`config.mk`:
```
export PLATFORM = sky130hd
export DESIGN_NAME = vend_terminal_arbiter
export DESIGN_NICKNAME = d
export VERILOG_FILES = /design/src/rtl/vend_terminal_arbiter.sv
export SDC_FILE = /design/constraint.sdc
export NUM_CORES = 1
export LEC_CHECK = 0
export BUFFER_PORTS_ARGS = -buffer_cell sky130_fd_sc_hd__buf_4
export CORE_UTILIZATION = 41
export CTS_BUF_LIST = sky130_fd_sc_hd__clkbuf_8
export DETAILED_ROUTE_END_ITERATION = 8
export PLACE_DENSITY = 0.74
export SLEW_MARGIN = 30
export SYNTH_ARGS = -nofsm -noshare
export SYNTH_HDL_FRONTEND = slang
export SYNTH_SLANG_ARGS = --single-unit
export TNS_END_PERCENT = 20
```
`constraint.sdc`:
```
create_clock -name clk -period 4.7 [get_ports clk]
set_clock_uncertainty 0.15 [all_clocks]
set_input_delay 0.235 -clock clk [delete_from_list [all_inputs] [get_ports clk]]
set_output_delay 0.235 -clock clk [all_outputs]
set_load 0.1 [all_outputs]
```
`src/rtl/vend_terminal_arbiter.sv`:
```
// Two-terminal arbiter in front of one shared vending machine.
// Handles session muxing, result wait with timeout, and the release gap.
module vend_terminal_arbiter #(
    parameter int TIMEOUT = 40,
    parameter int GAP     = 2
) (
    input  logic       clk,
    input  logic       rst_n,
    input  logic       req_a,
    input  logic       req_b,
    input  logic [3:0] item_code_a,
    input  logic [3:0] item_code_b,
    input  logic       key_press_a,
    input  logic       key_press_b,
    input  logic       valid_tran_a,
    input  logic       valid_tran_b,
    input  logic       m_vend,
    input  logic       m_invalid_sel,
    input  logic       m_failed_tran,
    output logic       m_card_in,
    output logic       m_key_press,
    output logic       m_valid_tran,
    output logic [3:0] m_item_code,
    output logic       gnt_a,
    output logic       gnt_b,
    output logic       vend_a,
    output logic       vend_b,
    output logic       invalid_sel_a,
    output logic       invalid_sel_b,
    output logic       failed_tran_a,
    output logic       failed_tran_b,
    output logic       timeout_err
);

    typedef enum logic [1:0] {
        IDLE,
        SESSION,
        WAIT_RESULT,
        RELEASE
    } state_t;

    state_t     state;
    state_t     nxt;
    logic [5:0] cnt;
    logic       last_b;
    logic       vend_q;
    logic       take_a;
    logic       take_b;
    logic       timed_out;
    logic       req_sel;

    // A tie goes to whichever terminal was not served last
    assign take_a  = req_a & (~req_b | last_b);
    assign take_b  = req_b & (~req_a | ~last_b);
    assign req_sel = gnt_b ? req_b : req_a;

    always_ff @(posedge clk or negedge rst_n) begin
        if (!rst_n) begin
            state <= IDLE;
        end else begin
            state <= nxt;
        end
    end

    always_comb begin
        nxt       = state;
        timed_out = 1'b0;
        unique case (state)
            IDLE: begin
                if (take_a || take_b) begin
                    nxt = SESSION;
                end
            end
            SESSION: begin
                if (!req_sel) begin
                    nxt = WAIT_RESULT;
                end
            end
            WAIT_RESULT: begin
                if (m_failed_tran || (vend_q && !m_vend)) begin
                    nxt = RELEASE;
                end else if (!m_vend && cnt == 6'(TIMEOUT - 1)) begin
                    nxt       = RELEASE;
                    timed_out = 1'b1;
                end
            end
            RELEASE: begin
                if (cnt == 6'(GAP - 1)) begin
                    nxt = IDLE;
                end
            end
            default: nxt = IDLE;
        endcase
    end

    // Grant, tie memory and the shared wait/gap counter
    always_ff @(posedge clk or negedge rst_n) begin
        if (!rst_n) begin
            gnt_a       <= 1'b0;
            gnt_b       <= 1'b0;
            last_b      <= 1'b1;
            cnt         <= '0;
            vend_q      <= 1'b0;
            timeout_err <= 1'b0;
        end else begin
            vend_q      <= m_vend;
            timeout_err <= timed_out;
            unique case (state)
                IDLE: begin
                    cnt <= '0;
                    if (take_a || take_b) begin
                        gnt_a  <= take_a;
                        gnt_b  <= take_b;
                        last_b <= take_b;
                    end
                end
                SESSION: begin
                    cnt <= '0;
                end
                WAIT_RESULT: begin
                    if (nxt == RELEASE) begin
                        cnt   <= '0;
                        gnt_a <= 1'b0;
                        gnt_b <= 1'b0;
                    end else if (!m_vend && cnt != 6'(TIMEOUT)) begin
                        cnt <= cnt + 6'd1;
                    end
                end
                RELEASE: begin
                    cnt <= cnt + 6'd1;
                end
                default: cnt <= '0;
            endcase
        end
    end

    always_comb begin
        m_card_in     = 1'b0;
        m_key_press   = 1'b0;
        m_valid_tran  = 1'b0;
        m_item_code   = 4'd0;
        vend_a        = gnt_a & m_vend;
        vend_b        = gnt_b & m_vend;
        invalid_sel_a = gnt_a & m_invalid_sel;
        invalid_sel_b = gnt_b & m_invalid_sel;
        failed_tran_a = gnt_a & m_failed_tran;
        failed_tran_b = gnt_b & m_failed_tran;
        unique case (state)
            SESSION: begin
                m_card_in   = req_sel;
                m_key_press = gnt_b ? key_press_b : key_press_a;
                m_item_code = gnt_b ? item_code_b : item_code_a;
            end
            WAIT_RESULT: begin
                m_valid_tran = gnt_b ? valid_tran_b : valid_tran_a;
            end
            default: ;
        endcase
    end

endmodule

```
==> results.ini <==
[worst_setup_path]
crit_slowest_cell = dlygate4sd3_1
end_kind = flip-flop
path_cells = dlygate4sd3_1 -> buf_4 -> nor4b_2 -> nand3_2 -> a32oi_4 -> nor2_1 -> a211o_1
critPathMaxFanout = 8
path_class = in2reg
worst_setup_path_start_kind = input pin
crit_required_ns = 4.69
worst_path_largest_cell_delay_ns = 0.55
worstPathArrival_ns = 2.05

[logic_synthesis]
syn_inst = 98
synth_top_family_by_area = simple AND/OR/NAND/NOR gates
syn_nets = 120
avgSynthCellArea_um2 = 9.17
synth_xor_xnor_area_share = 0
syn-cell-area_um2 = 898
synthMuxAreaShare = 0.0780
synth.area.top_cells = dfrtp_1 (33%), mux2i_1 (7.8%), o21ai_0 (5.0%)
seq_area_frac_synth = 0.364
yosys_warnings = 0
synth_top_flop_cell = dfrtp_1
synth_edf_count = 0
synth_compound_area_frac = 0.206
ys_ff_latch = 13
synth_top_area_cell = dfrtp_1
synthAdderAreaFrac = 0.0418
synth-simple-area-share = 0.281
ys_types = 33
async_reset_ff_frac = 1.00
yosysTopAreaCellShare = 0.334

[route]
first_iter_violations = 10
vias_per_cell = 5.14
routed_wl_mm = 2.23
drtPass1Iterations = 4
wl_per_cell_um = 13.6
drc_errors = 0
ant_nets = 0
vias = 843

[run_status]
status = finished, final reports clean

[place]
hpwl_mm = 1.64
routabilityCongestion = 0.840
io_buffers = 34

[power_and_ir_drop]
peakVddDrop_mv = 0.444
power_density_nw_per_um2 = 667
p_leak_uw = 0.000602

[cts]
ctsLongestPathBuffers = 2
root_buffer = clkbuf_8
clock_sinks = 13
clk_latency_ns = 0.25
post-cts-setup-buffer-count = 0
cts_tree = yes
clk_pin_slew_ns = 0.05
htreeDepth = 1
cts_resized = 0
cts_buffers = 3

[hold_path]
holdCritPathClass = in2reg

[sta]
setup_tns_ns = 0
worstMarginPinSlew_ns = 0.497
hold_viol_final = 0
drv_slew = 0
hold_ws_ns = 0.0158
period_share = 0.438
finalCriticalPeriod_ns = 2.06
rsz0062_at_grt = false
setup_viol = 0
fmax_mhz = 486
slew_headroom = 0.668

[global_route]
grt_usage = 0.208
grt_max_degree = 14
grt-busiest-layer = met2
grt_pass1_wl_mm = 3.71
met2_usage = 0.336
met3_usage = 0.0592
met1_usage = 0.249
grt_overflow_total = 0
antenna_found_initial = 0
grt_pass1_vias = 807

[finish]
area_growth_pct = 39.0
drive_gt1_frac = 0.321
multi_input_area_um2 = 546
num-nets-final = 160
diodes = 0
n_fill_cell = 187
seqCellArea_um2 = 327

[die]
ios = 35
dieWidth_um = 48.8
start_util = 0.449
core_area_um2 = 2000
die_area_um2 = 2380
die_h_um = 48.8
rows = 16

[run]
cap_violations = 0

worst max-delay path: cells and delay by family:
kind,cells,cell delay (ns)
AOI/OAI and AO/OA,2,0.59
buffers and inverters,2,0.71
and+or+nand+nor,3,0.51
placed cells by master (no fill, tap or decap), types with 2 or more instances in the layout:
cell and instances:
buf_4 34, dfrtp_1 12, nor2_1 11, o21ai_0 9, nand2_1 8, inv_1 7
and2_1 7, mux2i_1 7, a21oi_1 4, nand2b_1 3, ha_1 3, clkbuf_8 3
a211o_1 2, nand3_1 2, o21bai_1 2, nor3b_1 2, a21o_1 2, dlygate4sd3_1 2
power by group:
group / switching [uW] / total (uW) / leakage [uW] / internal, uW
registers: 59.6 / 203 / 0.000166 / 144
clock network: 43.2 / 101 / 0.0000269 / 57.9
logic: 390 / 528 / 0.000409 / 138
stage by stage:
step	setup WS (ns)	utilization	cells	power, uW	instance area [um2]
floorplan	1.57	-	98	615	898
global placement	2.89	0.591	158	722	1180
detailed placement	2.82	0.591	158	730	1180
CTS	2.66	0.624	164	836	1250
global route	2.53	0.624	164	879	1250
finish	2.64	0.624	164	833	1250
Yosys cell counts (3+ instances only):
library cell  number
dfrtp_1           12
a21oi_1            4
nor2_1            11
and2_1             7
nand2b_1           3
o21ai_0            9
inv_1              6
mux2i_1            7
nand2_1            8
ha_1               3
timing repair:
item,4_1_cts,5_1_grt
hold buffers,2,0
hold endpoints to repair,14,0
setup endpoints to repair,0,0
final cells by class:
class | instances | area share
Multi-Input combinational cell | 78 | 0.437
Sequential cell | 13 | 0.262
Timing Repair Buffer | 36 | 0.220
Clock buffer | 3 | 0.0331
Tap cell | 27 | 0.0271
Inverter | 6 | 0.0180
Clock inverter | 1 | 0.00301
cell families after synthesis:
group	after synthesis
simple gates	42
compound gates	26
flops	13
buf+inv	7
mux	7
fa+ha+maj	3
per-layer routing:
metal	wire, um	part of all wire
met3	169	0.076
met5	0	0
met2	1070	0.48
met1	939	0.42
met4	50	0.022
state kept, by name, indices dropped and copies added (netlist names):
name,flops
vend_q,1
state,2
gnt_a,1
cnt,6
timeout_err,1
last_b,1
gnt_b,1
final timing paths:
| check | slack [ns] | depth (start not counted) | startpoint | to |
|---|---|---|---|---|
| max | 2.64 | 7 | m_vend | cnt[5]$_DFFE_PN0P_ |
| min | 0.02 | 2 | req_a | last_b$_DFFE_PN1P_ |
| max reg2reg | 2.82 | 5 | cnt[3]$_DFFE_PN0P_ | cnt[5]$_DFFE_PN0P_ |
| min reg2reg | 0.38 | 2 | last_b$_DFFE_PN1P_ | last_b$_DFFE_PN1P_ |
| max in group asynchronous | 3.95 | 2 | rst_n | last_b$_DFFE_PN1P_ |
| min in group asynchronous | 0.22 | 2 | rst_n | cnt[3]$_DFFE_PN0P_ |
Note: power is estimated with default switching activity, not from simulation.
